<file path="config.mk">
export PLATFORM = sky130hd
export DESIGN_NAME = plastic_neuron_array
export DESIGN_NICKNAME = d
export VERILOG_FILES = /design/src/rtl/plastic_neuron_array.sv
export SDC_FILE = /design/constraint.sdc
export NUM_CORES = 1
export LEC_CHECK = 0
export ABC_CLOCK_PERIOD_IN_PS = 9440
export BUFFER_PORTS_ARGS = -buffer_cell sky130_fd_sc_hd__buf_2
export CAP_MARGIN = 20
export CORE_MARGIN = 10
export CORE_UTILIZATION = 60
export CTS_BUF_LIST = sky130_fd_sc_hd__clkbuf_16
export DETAILED_ROUTE_END_ITERATION = 7
export PLACE_DENSITY = 0.79
export SLEW_MARGIN = 20
export SYNTH_ARGS = -nofsm -noshare
export SYNTH_HDL_FRONTEND = slang
export SYNTH_SLANG_ARGS = --single-unit
</file>
<file path="constraint.sdc">
create_clock -name clk -period 9.44 [get_ports clk]
set_input_delay 0.944 -clock clk [delete_from_list [all_inputs] [get_ports clk]]
set_output_delay 0.944 -clock clk [all_outputs]
set_load 0.01 [all_outputs]
</file>
<file path="src/rtl/plastic_neuron_array.sv">
// Multi-synapse plastic neuron: time-multiplexed MAC over N_SYN synapses with a
// saturating sign-Hebbian weight update. Define PLASTIC_DECAY_EN for weight decay.
module plastic_neuron_array #(
  parameter int N_SYN  = 4,
  parameter int DW     = 16,
  parameter int WW     = 16,
  parameter int ACC_W  = 40,
  parameter int LR     = 23,
  parameter int W_INIT = 1070,
  localparam int SELW  = (N_SYN > 1) ? $clog2(N_SYN) : 1
) (
  input  logic                    clk,
  input  logic                    rst,
  input  logic                    in_valid,
  output logic                    in_ready,
  input  logic [N_SYN*DW-1:0]     in_data,
  input  logic signed [DW-1:0]    err,
  input  logic                    learn_en,
  output logic                    out_valid,
  input  logic                    out_ready,
  output logic signed [ACC_W-1:0] out_data,
  input  logic [SELW-1:0]         w_sel,
  output logic signed [WW-1:0]    w_rd,
  output logic                    busy
);

  localparam int PW = DW + WW;
  localparam logic signed [WW+1:0] LR_EXT    = (WW+2)'(LR);
  localparam logic signed [WW+1:0] W_MAX_EXT = {3'b000, {(WW-1){1'b1}}};
  localparam logic signed [WW+1:0] W_MIN_EXT = {3'b111, {(WW-1){1'b0}}};
  localparam logic signed [WW-1:0] W_MAX     = {1'b0, {(WW-1){1'b1}}};
  localparam logic signed [WW-1:0] W_MIN     = {1'b1, {(WW-1){1'b0}}};

  typedef enum logic [1:0] {IDLE, MAC, OUT, LEARN} state_t;

  state_t                  state;
  logic [SELW-1:0]         idx;
  logic signed [DW-1:0]    x_q [N_SYN];
  logic signed [DW-1:0]    err_q;
  logic                    learn_q;
  logic signed [WW-1:0]    w [N_SYN];
  logic signed [ACC_W-1:0] acc;

  logic                    last;
  logic signed [DW-1:0]    x_cur;
  logic signed [WW-1:0]    w_cur;
  logic signed [PW-1:0]    prod;
  logic signed [ACC_W-1:0] acc_next;
  logic                    x_pos;
  logic                    err_pos;
  logic                    err_neg;
  logic signed [WW+1:0]    w_step;
  logic signed [WW-1:0]    w_new;

  assign last     = (idx == SELW'(N_SYN - 1));
  assign x_cur    = x_q[idx];
  assign w_cur    = w[idx];
  assign prod     = PW'(x_cur) * PW'(w_cur);
  assign acc_next = acc + ACC_W'(prod);
  assign x_pos    = !x_cur[DW-1] && (x_cur != '0);
  assign err_pos  = !err_q[DW-1] && (err_q != '0);
  assign err_neg  = err_q[DW-1];

  // Step is computed two bits wider than the weight so the clamp sees the true sum.
  always_comb begin
    w_step = (WW+2)'(w_cur);
    if (x_pos && err_pos)
      w_step = (WW+2)'(w_cur) + LR_EXT;
    else if (x_pos && err_neg)
      w_step = (WW+2)'(w_cur) - LR_EXT;

    if (w_step > W_MAX_EXT)
      w_new = W_MAX;
    else if (w_step < W_MIN_EXT)
      w_new = W_MIN;
    else
      w_new = w_step[WW-1:0];

`ifdef PLASTIC_DECAY_EN
    if (!(x_pos && (err_pos || err_neg))) begin
      if (!w_cur[WW-1] && (w_cur != '0))
        w_new = w_cur - WW'(1);
      else if (w_cur[WW-1])
        w_new = w_cur + WW'(1);
      else
        w_new = w_cur;
    end
`endif
  end

  always_comb begin
    w_rd = '0;
    for (int k = 0; k < N_SYN; k++)
      if (w_sel == SELW'(k))
        w_rd = w[k];
  end

  // Single sequencer: handshake flags are registered alongside the state.
  always_ff @(posedge clk or posedge rst) begin
    if (rst) begin
      state     <= IDLE;
      idx       <= '0;
      acc       <= '0;
      out_data  <= '0;
      out_valid <= 1'b0;
      in_ready  <= 1'b1;
      busy      <= 1'b0;
      err_q     <= '0;
      learn_q   <= 1'b0;
      for (int k = 0; k < N_SYN; k++) begin
        w[k]   <= WW'(W_INIT);
        x_q[k] <= '0;
      end
    end else begin
      case (state)
        IDLE: begin
          if (in_valid) begin
            for (int k = 0; k < N_SYN; k++)
              x_q[k] <= in_data[k*DW +: DW];
            err_q    <= err;
            learn_q  <= learn_en;
            acc      <= '0;
            idx      <= '0;
            in_ready <= 1'b0;
            busy     <= 1'b1;
            state    <= MAC;
          end
        end
        MAC: begin
          acc <= acc_next;
          if (last) begin
            out_data  <= acc_next;
            out_valid <= 1'b1;
            idx       <= '0;
            state     <= OUT;
          end else begin
            idx <= idx + SELW'(1);
          end
        end
        OUT: begin
          if (out_ready) begin
            out_valid <= 1'b0;
            if (learn_q) begin
              state <= LEARN;
            end else begin
              in_ready <= 1'b1;
              busy     <= 1'b0;
              state    <= IDLE;
            end
          end
        end
        LEARN: begin
          w[idx] <= w_new;
          if (last) begin
            idx      <= '0;
            in_ready <= 1'b1;
            busy     <= 1'b0;
            state    <= IDLE;
          end else begin
            idx <= idx + SELW'(1);
          end
        end
        default: state <= IDLE;
      endcase
    end
  end

endmodule

</file>
==> Yosys cells after proc, flatten, opt, wreduce, memory -nomap -nowiden <==
Index checks and enable logic that the tools add are counted.
{ "totals": {"regBits": 232, "in_bits": 87, "out_inout_bits": 59} }
{ "op_classes": {"addsub": 4, "mul": 1, "n_lt_le_gt_ge": 4, "eq_ne": 12, "muxes": 40, "n_bitwise": 1, "reduce_logical": 23} }
{ "ops": {"columns": ["op", "count"], "rows": [
  ["16-bit two-way mux", 11],
  ["40-bit one-hot mux with 2 select lines", 1],
  ["16-bit binary-select mux with 2-bit select", 2],
  ["64-bit bitwise mux", 1],
  ["40-bit by 32-bit adder with 40-bit output", 1],
  ["40-bit two-way mux", 1],
  ["18-bit two-way mux", 2],
  ["16-bit demux with 2-bit select", 1],
  ["16-bit by 16-bit multiplier with 32-bit output", 1],
  ["16-bit nonzero test", 2],
  ["18-bit by 16-bit > comparator with 1-bit output (second input constant)", 1],
  ["18-bit by 16-bit < comparator with 1-bit output (second input constant)", 1],
  ["16-bit by 6-bit adder with 17-bit output (second input constant)", 1],
  ["16-bit by 6-bit subtractor with 17-bit output (second input constant)", 1],
  ["2-bit two-way mux", 7],
  ["2-bit == test (second input constant)", 5],
  ["2-bit inequality test (second input constant)", 5],
  ["1-bit two-way mux", 9],
  ["2-bit one-hot mux with 4 select lines", 1],
  ["2-bit AND reduction", 4],
  ["1-bit one-hot mux with 3 select lines", 2],
  ["2-bit nonzero test", 3],
  ["1-bit logical AND", 5],
  ["5-bit AND reduction", 1],
  ["13 further kinds", 16]
]} }

==> Longest topological paths before layout <==
Gate-level depths: netlist of run 1.
{ "depth": {"ltp_word": 13, "depth_mapped": 31, "mapped_depth_nobuf": 28} }

==> Worst setup path before layout of run 1 <==
Ideal clock, no wire load.
{ "synth_timing": {"path_type": "register to register", "from": "register idx[1]", "to": "register out_data[39]", "setup_ps": 131, "arrival_ps": 7301, "slack_ps": 2008, "path_stages_with_launch": 28, "n_path_buf": 4, "synth_period_minus_slack_ps": 7432, "path_cell_list": "dfrtp_1 -> buf_4 -> buf_2 -> buf_2 -> buf_1 -> mux2i_1 -> nand2_1 -> o21ai_0 -> nor2_1 -> fa_1 -> inv_1 -> fa_1 -> fa_1 -> fa_1 -> inv_1 -> fa_1 -> inv_1 -> fa_1 -> inv_1 -> ha_1 -> nor3b_1 -> a2111oi_0 -> a2111oi_0 -> o31ai_1 -> a21boi_1 -> o41ai_1 -> xnor2_1 -> o21ai_1"} }
{ "synth_between": {"elab_chain_len": 6, "word_cells_on_any_way": 11} }
{ "synth_lines": {"columns": ["element", "line", "rtl"], "rows": [
  ["start: declaration", "37", "logic [SELW-1:0] idx;"],
  ["start signal: assignment", "137", "idx <= idx + SELW'(1);"],
  ["start signal: assignment", "160", "idx <= idx + SELW'(1);"],
  ["2-bit NOT with 3-bit output (implied by the code)", "56, 57", null],
  ["16-bit binary-select mux with 2-bit select, on equally long branches", "56, 57", null],
  ["16-bit two-way mux, on equally long branches (2 in a row)", "56, 57", null],
  ["16-bit by 16-bit multiplier with 32-bit output", "58", "assign prod = PW'(x_cur) * PW'(w_cur);"],
  ["40-bit by 32-bit adder with 40-bit output", "59", "assign acc_next = acc + ACC_W'(prod);"],
  ["end signal: assignment", "132", "out_data <= acc_next;"],
  ["end: declaration", "21", "output logic signed [ACC_W-1:0] out_data,"]
]} }
Parallel ways exist; a longest one is shown, timed or not. The select of a mux whose other input is x is not followed.
A chain may end at the register's enable or synchronous reset.

==> Worst setup path in the final report of run 1 <==
{ "layout_timing": {"from": "register idx[1]", "to": "register acc[24]"} }
{ "layout_between": {"elab_chain_len": 7, "word_cells_on_any_way": 10} }
{ "layout_lines": {"columns": ["element", "line", "rtl"], "rows": [
  ["2-bit NOT with 3-bit output (implied by the code) *", "56, 57", null],
  ["16-bit binary-select mux with 2-bit select, on equally long branches", "56, 57", null],
  ["16-bit two-way mux, on equally long branches (2 in a row)", "56, 57", null],
  ["16-bit by 16-bit multiplier with 32-bit output *", "58", null],
  ["40-bit by 32-bit adder with 40-bit output *", "59", null],
  ["40-bit one-hot mux with 2 select lines *", "115", "case (state)"],
  ["end signal: assignment", "130", "acc <= acc_next;"],
  ["end: declaration", "42", "logic signed [ACC_W-1:0] acc;"]
]} }
Mark *: on every way between the ends. The rest lies on a longest branch, timed or not. The select of a mux whose other input is x is not followed.

==> impl_metrics.sql, run 1 <==
INSERT INTO impl_metrics (metric_group, metric, value, unit) VALUES
('outcome', 'outcome', 'finished, final reports clean', ''),
('grt', 'maximum_number_of_pins_on_one_net_before_global_route_repair', '87', ''),
('grt', 'grt-ovfl-total', '0', ''),
('routing', 'drt-initial-drc-count', '1533', ''),
('yosys', 'synth_edf_count', '0', ''),
('yosys', 'number_of_distinct_library_cells_after_synthesis', '74', ''),
('yosys', 'synth_async_sr_flop_share', '1.00', ''),
('worst_setup_path', 'criticalPathCategory', 'flip-flop to flip-flop', ''),
('routing', 'vias_per_cell', '5.72', ''),
('worst_setup_path', 'critPathRequiredTime', '9.87', 'ns'),
('layout', 'final_area', '25100', 'um2'),
('yosys', 'yosysSeqAreaShare', '0.253', ''),
('clocking', 'clock_tree.buffer_depth', '3', ''),
('clocking', 'cts-htree-levels', '1', ''),
('floorplanning', 'num_io_pins', '146', ''),
('timing', 'headroom_to_the_max_slew_limit', '0.258', ''),
('routing', 'drc_violations_left', '0', ''),
('place', 'gp_congestion', '0.918', ''),
('routing', 'residual_antenna_violating_net_count_after_detailed_routing', '0', ''),
('place', 'placed_cell_count', '2975', ''),
('worst_setup_path', 'timing.critical_path.mode_cell', 'sky130_fd_sc_hd__fa_1', ''),
('clocking', 'clock_sinks', '232', ''),
('layout', 'finished_layout_cells', '3025', ''),
('timing', 'report.final.slew_viol_count', '0', ''),
('routing', 'drt_pass1_iterations', '6', ''),
('timing', 'worstMarginPinSlew', '1.10', 'ns'),
('timing', 'hold_viol_final', '0', ''),
('worst_setup_path', 'crit_path_max_incr_delay', '0.86', 'ns'),
('timing', 'setup_viol', '0', ''),
('job', 'maxCapViolations', '0', ''),
('yosys', 'net_count_after_synthesis', '2945', ''),
('worst_setup_path', 'critical_path.top_delay_family', 'compound AO/OA/AOI/OAI gates', ''),
('floorplanning', 'die_area', '46700', 'um2'),
('place', 'port_buffers', '145', ''),
('place', 'place.detailed.hpwl', '46200', 'um'),
('floorplanning', 'core_area', '37800', 'um2'),
('routing', 'detail_route.wl_per_cell', '19.7', 'um'),
('worst_setup_path', 'critPathSlowestCell', 'sky130_fd_sc_hd__dfrtp_2', ''),
('yosys', 'synth-main-ff-cell', 'sky130_fd_sc_hd__dfrtp_1', ''),
('worst_setup_path', 'worst_setup_path_end_kind', 'flip-flop', ''),
('timing', 'final.period_utilization', '0.898', ''),
('routing', 'postRouteWirelength', '59500', 'um'),
('timing', 'timing.clock.skew', '0.0195', 'ns'),
('yosys', 'synth_top_cell_area_share', '0.287', ''),
('timing', 'period_needed', '8.48', 'ns'),
('timing', 'grt_setup_unrepaired', 'false', ''),
('worst_setup_path', 'setup.worst_path.start_class', 'flip-flop', ''),
('grt', 'groute.usage.overall', '0.264', ''),
('grt', 'via_count_of_the_first_global_routing_pass', '18800', ''),
('timing', 'hold-worst-slack', '0.431', 'ns'),
('clocking', 'cts_repair_resize_count', '0', ''),
('clocking', 'hold_buffers', '0', ''),
('yosys', 'synthesis.area', '23100', 'um2'),
('yosys', 'synth_top_cell_by_area', 'sky130_fd_sc_hd__fa_1', ''),
('timing', 'max_freq', '118', 'MHz'),
('routing', 'num_vias', '17300', ''),
('clocking', 'cts_setup_buffers', '0', ''),
('floorplanning', 'floorplan.die.height', '216', 'um'),
('clocking', 'cts-root-buf', 'sky130_fd_sc_hd__clkbuf_16', ''),
('timing', 'setup-tns-final', '0', 'ns'),
('yosys', 'synthTopCellsByArea', 'sky130_fd_sc_hd__fa_1, sky130_fd_sc_hd__dfrtp_1, sky130_fd_sc_hd__nand2_1', ''),
('worst_setup_path', 'worstPathCellList', 'mux2_2 > o21ai_0 > nor2_1 > fa_1 > inv_1 > fa_1 > inv_1 > ha_1 > fa_1 > inv_1 > fa_1 > inv_1 > fa_1 > ha_1 > a2111oi_0 > a211oi_1 > o21ai_0 > a21oi_1 > a211oi_1 > o22ai_1 > o41ai_1 > xor2_1 > o21ai_0', ''),
('floorplanning', 'die_width', '216', 'um'),
('place', 'place_area', '24100', 'um2'),
('floorplanning', 'rows', '71', ''),
('worst_setup_path', 'cp_data_arrival_time', '8.90', 'ns'),
('clocking', 'tritoncts_clock_tree', 'done', ''),
('grt', 'number_of_antenna_violations_at_the_first_check_in_global_routing', '1', ''),
('worst_hold_path', 'worstHoldPathType', 'input port to asynchronous set/reset pin', ''),
('layout', 'finish.net_count', '3031', ''),
('yosys', 'postSynthAreaPerCell', '9.58', 'um2');
layer usage:
metal / share of wire / GRT usage / vias up / wire length [um]
met3: 0.085 / 0.0607 / 152 / 5090
met2: 0.49 / 0.442 / 666 / 29200
met1: 0.39 / 0.330 / 8740 / 22900
met4: 0.038 / 0.0939 / 0 / 2290
met5: 0 / 0 / - / 0
li1: - / - / 7748 / -
layout by cell type, fill, tap and decap left out, types with 63 or more instances in the layout:
cell / n
sky130_fd_sc_hd__buf_2: 145
sky130_fd_sc_hd__dfrtp_1: 209
sky130_fd_sc_hd__fa_1: 330
sky130_fd_sc_hd__ha_1: 121
sky130_fd_sc_hd__inv_1: 381
sky130_fd_sc_hd__nand2_1: 522
sky130_fd_sc_hd__nand3_1: 63
sky130_fd_sc_hd__nor2_1: 107
sky130_fd_sc_hd__o21ai_0: 85
sky130_fd_sc_hd__o21ai_1: 68
synth_stat cells, types with 5 or more instances:
cell type and count:
sky130_fd_sc_hd__nand2_1 524, sky130_fd_sc_hd__inv_1 376, sky130_fd_sc_hd__fa_1 330, sky130_fd_sc_hd__dfrtp_1 211
sky130_fd_sc_hd__ha_1 121, sky130_fd_sc_hd__nor2_1 107, sky130_fd_sc_hd__clkbuf_1 87, sky130_fd_sc_hd__o21ai_0 85
sky130_fd_sc_hd__o21ai_1 68, sky130_fd_sc_hd__nand3_1 63, sky130_fd_sc_hd__mux4_2 42, sky130_fd_sc_hd__a21oi_1 38
sky130_fd_sc_hd__and2_1 38, sky130_fd_sc_hd__xnor2_1 32, sky130_fd_sc_hd__mux2_2 22, sky130_fd_sc_hd__a21o_1 21
sky130_fd_sc_hd__dfstp_2 21, sky130_fd_sc_hd__xor2_1 21, sky130_fd_sc_hd__mux2i_1 18, sky130_fd_sc_hd__nand2b_1 15
sky130_fd_sc_hd__nor3_1 12, sky130_fd_sc_hd__a21oi_4 10, sky130_fd_sc_hd__buf_1 9, sky130_fd_sc_hd__buf_2 8
sky130_fd_sc_hd__o21a_1 7, sky130_fd_sc_hd__a211oi_1 6, sky130_fd_sc_hd__nor2b_1 6, sky130_fd_sc_hd__o31ai_1 6
sky130_fd_sc_hd__a211o_1 5, sky130_fd_sc_hd__buf_4 5, sky130_fd_sc_hd__nor3b_1 5, sky130_fd_sc_hd__nor4_1 5
sky130_fd_sc_hd__o21bai_1 5, sky130_fd_sc_hd__or2_2 5
final timing paths:
path                                    start  slack, ns  cells past startpoint                     to
hold reg to reg             w[51]$_DFFE_PP1P_       0.47                      2      w[51]$_DFFE_PP1P_
max in group asynchronous                 rst       7.64                      3    acc[18]$_DFFE_PP0P_
setup / recovery           idx[1]$_DFFE_PP0P_       0.96                     23    acc[24]$_DFFE_PP0P_
setup reg to reg           idx[1]$_DFFE_PP0P_       0.96                     23    acc[24]$_DFFE_PP0P_
hold / removal                            rst       0.43                      2  err_q[15]$_DFFE_PP0P_
min in group clk            w[51]$_DFFE_PP1P_       0.47                      2      w[51]$_DFFE_PP1P_
sequential cells by signal, indices dropped and copies added (netlist names):
register,count
w,64
state,2
busy,1
out_valid,1
out_data,40
learn_q,1
idx,2
acc,40
in_ready,1
x_q,64
err_q,16
cell type report:
| class | count | area, um2 |
|---|---|---|
| Clock inverter | 23 | 258 |
| Clock buffer | 27 | 676 |
| Multi-Input combinational cell | 1683 | 15300 |
| Timing Repair Buffer | 169 | 910 |
| Tap cell | 511 | 639 |
| Inverter | 380 | 1440 |
| Fill cell | 2961 | 12700 |
| Sequential cell | 232 | 5830 |
worst register-to-register path: stages, from the launching register on:
cell and delay [ns]:
sky130_fd_sc_hd__dfrtp_2 0.86, sky130_fd_sc_hd__mux2_2 0.41, sky130_fd_sc_hd__o21ai_0 0.85, sky130_fd_sc_hd__nor2_1 0.18
sky130_fd_sc_hd__fa_1 0.58, sky130_fd_sc_hd__inv_1 0.06, sky130_fd_sc_hd__fa_1 0.54, sky130_fd_sc_hd__inv_1 0.05
sky130_fd_sc_hd__ha_1 0.18, sky130_fd_sc_hd__fa_1 0.48, sky130_fd_sc_hd__inv_1 0.05, sky130_fd_sc_hd__fa_1 0.55
sky130_fd_sc_hd__inv_1 0.06, sky130_fd_sc_hd__fa_1 0.45, sky130_fd_sc_hd__ha_1 0.36, sky130_fd_sc_hd__a2111oi_0 0.63
sky130_fd_sc_hd__a211oi_1 0.09, sky130_fd_sc_hd__o21ai_0 0.31, sky130_fd_sc_hd__a21oi_1 0.31, sky130_fd_sc_hd__a211oi_1 0.47
sky130_fd_sc_hd__o22ai_1 0.19, sky130_fd_sc_hd__o41ai_1 0.36, sky130_fd_sc_hd__xor2_1 0.22, sky130_fd_sc_hd__o21ai_0 0.10
cell families after synthesis:
kind of cell	after synthesis	share of synthesized area
compound gates	282	0.0771
xor+xnor	54	0.0213
fa+ha+maj	457	0.355
buf+inv	492	0.0824
flops	232	0.253
mux	82	0.0596
simple gates	808	0.152
metrics by stage:
stage | setup slack (ns) | utilization
floorplan | 2.01 | -
global placement | 1.17 | 0.640
detailed placement | 0.995 | 0.640
CTS | 0.977 | 0.664
global route | 0.443 | 0.664
finish | 0.965 | 0.664
Power of run 1 is left out: the tool's default activity adds up to more than one toggle a clock period on the data nets, which glitch-free logic cannot reach.
==> run 2: changes to the inputs <==
--- a/config.mk
+++ b/config.mk
@@ -5,7 +5,6 @@
 export SDC_FILE = /design/constraint.sdc
 export NUM_CORES = 1
 export LEC_CHECK = 0
-export ABC_CLOCK_PERIOD_IN_PS = 9440
 export BUFFER_PORTS_ARGS = -buffer_cell sky130_fd_sc_hd__buf_2
 export CAP_MARGIN = 20
 export CORE_MARGIN = 10
@@ -13,6 +12,7 @@
 export CTS_BUF_LIST = sky130_fd_sc_hd__clkbuf_16
 export DETAILED_ROUTE_END_ITERATION = 7
 export PLACE_DENSITY = 0.79
+export REMOVE_ABC_BUFFERS = 1
 export SLEW_MARGIN = 20
 export SYNTH_ARGS = -nofsm -noshare
 export SYNTH_HDL_FRONTEND = slang
==> constraint.sdc (replaced) <==
create_clock -name clk -period 8.77 [get_ports clk]
set_input_delay 0.877 -clock clk [delete_from_list [all_inputs] [get_ports clk]]
set_output_delay 0.877 -clock clk [all_outputs]
set_load 0.01 [all_outputs]
==> run 2 against run 1 <==
- via count increased by 0.13%
- first-iteration DRC count decreased by 7.8%
- clock skew is 0.0018 ns lower
- cell area is 0.29% higher
- core utilization is 0.20 points higher
- sequential cell count stayed put
- global-route usage up 0.19 points
- worst setup slack worse by 0.39 ns
- register-to-register slack got worse by 0.39 ns
==> impl_metrics.sql, run 2 (synthesis results as in run 1) <==
INSERT INTO impl_metrics (metric_group, metric, value, unit) VALUES
('timing', 'hold_viol_final', '0', ''),
('grt', 'number_of_antenna_violations_at_the_first_check_in_global_routing', '1', ''),
('clocking', 'number_of_buffers_inserted_during_clock_tree_synthesis', '27', ''),
('worst_setup_path', 'crit_path_max_incr_delay', '0.84', 'ns'),
('layout', 'largest_registers', 'w (64), x_q (64)', ''),
('layout', 'final_common_cell', 'sky130_fd_sc_hd__nand2_1', ''),
('layout', 'areaGrowthSynthToFinish', '9.13', '%'),
('layout', 'register_area', '5840', 'um2'),
('worst_setup_path', 'worstPathCellList', 'buf_4 > mux4_2 > and2_1 > fa_1 > inv_1 > fa_1 > fa_1 > inv_1 > fa_1 > fa_1 > fa_1 > ha_1 > nand2_1 > nor3b_1 > a2111oi_0 > buf_4 > a2111oi_1 > o31ai_1 > buf_4 > a21boi_1 > o41ai_1 > xnor2_1 > o21ai_1', ''),
('floorplanning', 'initial_utilization', '0.611', ''),
('timing', 'headroom_to_the_max_slew_limit', '0.394', ''),
('layout', 'fillers', '2903', ''),
('timing', 'period_needed', '8.19', 'ns'),
('floorplanning', 'core_area', '37800', 'um2'),
('grt', 'grt_first_pass_wirelength', '99600', 'um'),
('timing', 'timing.clock.skew', '0.0177', 'ns'),
('place', 'port_buffers', '145', ''),
('clocking', 'cts-htree-levels', '1', ''),
('worst_setup_path', 'cp_data_arrival_time', '8.61', 'ns'),
('layout', 'combined_area_of_the_multi_input_logic_cells', '15300', 'um2'),
('floorplanning', 'rows', '71', ''),
('floorplanning', 'die_area', '46700', 'um2'),
('clocking', 'tritoncts_clock_tree', 'done', ''),
('outcome', 'outcome', 'finished, final reports clean', ''),
('clocking', 'worstSkewPairLatency', '0.58', 'ns'),
('grt', 'via_count_of_the_first_global_routing_pass', '18800', ''),
('floorplanning', 'floorplan.die.height', '216', 'um'),
('worst_setup_path', 'critical_path.top_delay_family', 'adder cells', ''),
('timing', 'setup-tns-final', '0', 'ns'),
('timing', 'setup_viol', '0', ''),
('worst_setup_path', 'worst_setup_path_end_kind', 'flip-flop', ''),
('clocking', 'clk_pin_slew_worst_paths', '0.07', 'ns'),
('worst_setup_path', 'timing.critical_path.buf_inv', '5', ''),
('routing', 'num_vias', '17300', ''),
('layout', 'finish.net_count', '3044', ''),
('routing', 'postRouteWirelength', '59600', 'um'),
('worst_setup_path', 'timing.critical_path.fanout_max', '23', ''),
('worst_setup_path', 'critPathSlowestCell', 'sky130_fd_sc_hd__mux4_2', ''),
('place', 'place.detailed.hpwl', '46100', 'um'),
('worst_setup_path', 'setup.worst_path.start_class', 'flip-flop', ''),
('routing', 'residual_antenna_violating_net_count_after_detailed_routing', '0', ''),
('floorplanning', 'num_io_pins', '146', ''),
('worst_setup_path', 'criticalPathCategory', 'flip-flop to flip-flop', ''),
('routing', 'drc_violations_left', '0', ''),
('timing', 'grt_setup_unrepaired', 'false', ''),
('timing', 'max_freq', '122', 'MHz'),
('worst_hold_path', 'worstHoldPathType', 'input port to asynchronous set/reset pin', ''),
('grt', 'grt-ovfl-total', '0', ''),
('routing', 'drt_pass1_iterations', '6', ''),
('clocking', 'clock_tree.buffer_depth', '3', ''),
('clocking', 'cts-root-buf', 'sky130_fd_sc_hd__clkbuf_16', ''),
('routing', 'vias_per_cell', '5.70', ''),
('timing', 'final.period_utilization', '0.934', ''),
('routing', 'drt-initial-drc-count', '1414', ''),
('timing', 'worstMarginPinSlew', '0.907', 'ns'),
('layout', 'most-common-layout-cells', 'sky130_fd_sc_hd__nand2_1, sky130_fd_sc_hd__inv_1, sky130_fd_sc_hd__fa_1, sky130_fd_sc_hd__dfrtp_1, sky130_fd_sc_hd__buf_2', ''),
('job', 'maxCapViolations', '0', ''),
('layout', 'post_route_cells_drive_above_1_share', '0.140', ''),
('place', 'gp_congestion', '0.954', ''),
('worst_setup_path', 'critPathRequiredTime', '9.19', 'ns'),
('grt', 'groute.usage.overall', '0.265', ''),
('routing', 'detail_route.wl_per_cell', '19.6', 'um'),
('clocking', 'clock_sinks', '232', ''),
('floorplanning', 'die_width', '216', 'um'),
('grt', 'maximum_number_of_pins_on_one_net_before_global_route_repair', '107', ''),
('clocking', 'cts_setup_buffers', '0', ''),
('timing', 'report.final.slew_viol_count', '0', ''),
('worst_setup_path', 'timing.critical_path.mode_cell', 'sky130_fd_sc_hd__fa_1', '');
==> run 2: path summary, 6_finish.rpt <==
| path | start | to | slack (ns) | depth (start not counted) |
|---|---|---|---|---|
| max in group asynchronous | rst | w[44]$_DFFE_PP0P_ | 6.92 | 3 |
| hold reg to reg | out_data[18]$_DFFE_PP0P_ | out_data[18]$_DFFE_PP0P_ | 0.47 | 2 |
| setup / recovery | idx[0]$_DFFE_PP0P_ | acc[39]$_DFFE_PP0P_ | 0.58 | 23 |
| setup reg to reg | idx[0]$_DFFE_PP0P_ | acc[39]$_DFFE_PP0P_ | 0.58 | 23 |
| min in group clk | out_data[18]$_DFFE_PP0P_ | out_data[18]$_DFFE_PP0P_ | 0.47 | 2 |
| hold / removal | rst | out_data[0]$_DFFE_PP0P_ | 0.44 | 2 |
==> run 2: metrics by stage <==
step | util | std cells | cell area [um2] | hold slack [ns] | setup WS, ns
floorplan | - | 2295 | 22600 | 0.440 | 0.699
global placement | 0.642 | 2988 | 24200 | 0.456 | 0.550
detailed placement | 0.642 | 2988 | 24200 | 0.457 | 0.417
CTS | 0.666 | 3038 | 25200 | 0.464 | 0.311
global route | 0.666 | 3038 | 25200 | 0.485 | 0.116
finish | 0.666 | 3039 | 25200 | 0.442 | 0.579
==> run 2: layer usage <==
metal,up-vias,share of wire,track usage
met1,8744,0.39,0.338
li1,7775,-,-
met4,0,0.036,0.0928
met2,678,0.49,0.444
met3,132,0.080,0.0545
met5,-,0,0
==> run 2: layout make-up <==
cell class                      instances  area share
Antenna cell                            1   0.0000995
Clock inverter                         23     0.00920
Timing Repair Buffer                  182      0.0399
Multi-Input combinational cell       1683       0.609
Sequential cell                       232       0.232
Inverter                              380      0.0571
Tap cell                              511      0.0254
Clock buffer                           27      0.0269
==> run 2: timing repair <==
item | 4_1_cts | 5_1_grt
endpoints found under the hold margin | 0 | 0
hold buffers | 0 | 0
resized for setup | 0 | 2
endpoints found under the setup margin | 0 | 6
==> run 2: worst register-to-register path, delay by kind of cell, from the launching register on <==
family                   cells  cell delay (ns)
multiplexers                 1             0.84
AND/OR/NAND/NOR              3             0.68
XOR/XNOR                     1             0.23
flip-flops                   1             0.63
AO/OA/AOI/OAI                6             1.42
adder cells (fa/ha/maj)      7             3.39
buffers and inverters        5             0.86
Power of run 2 is left out for the same reason.
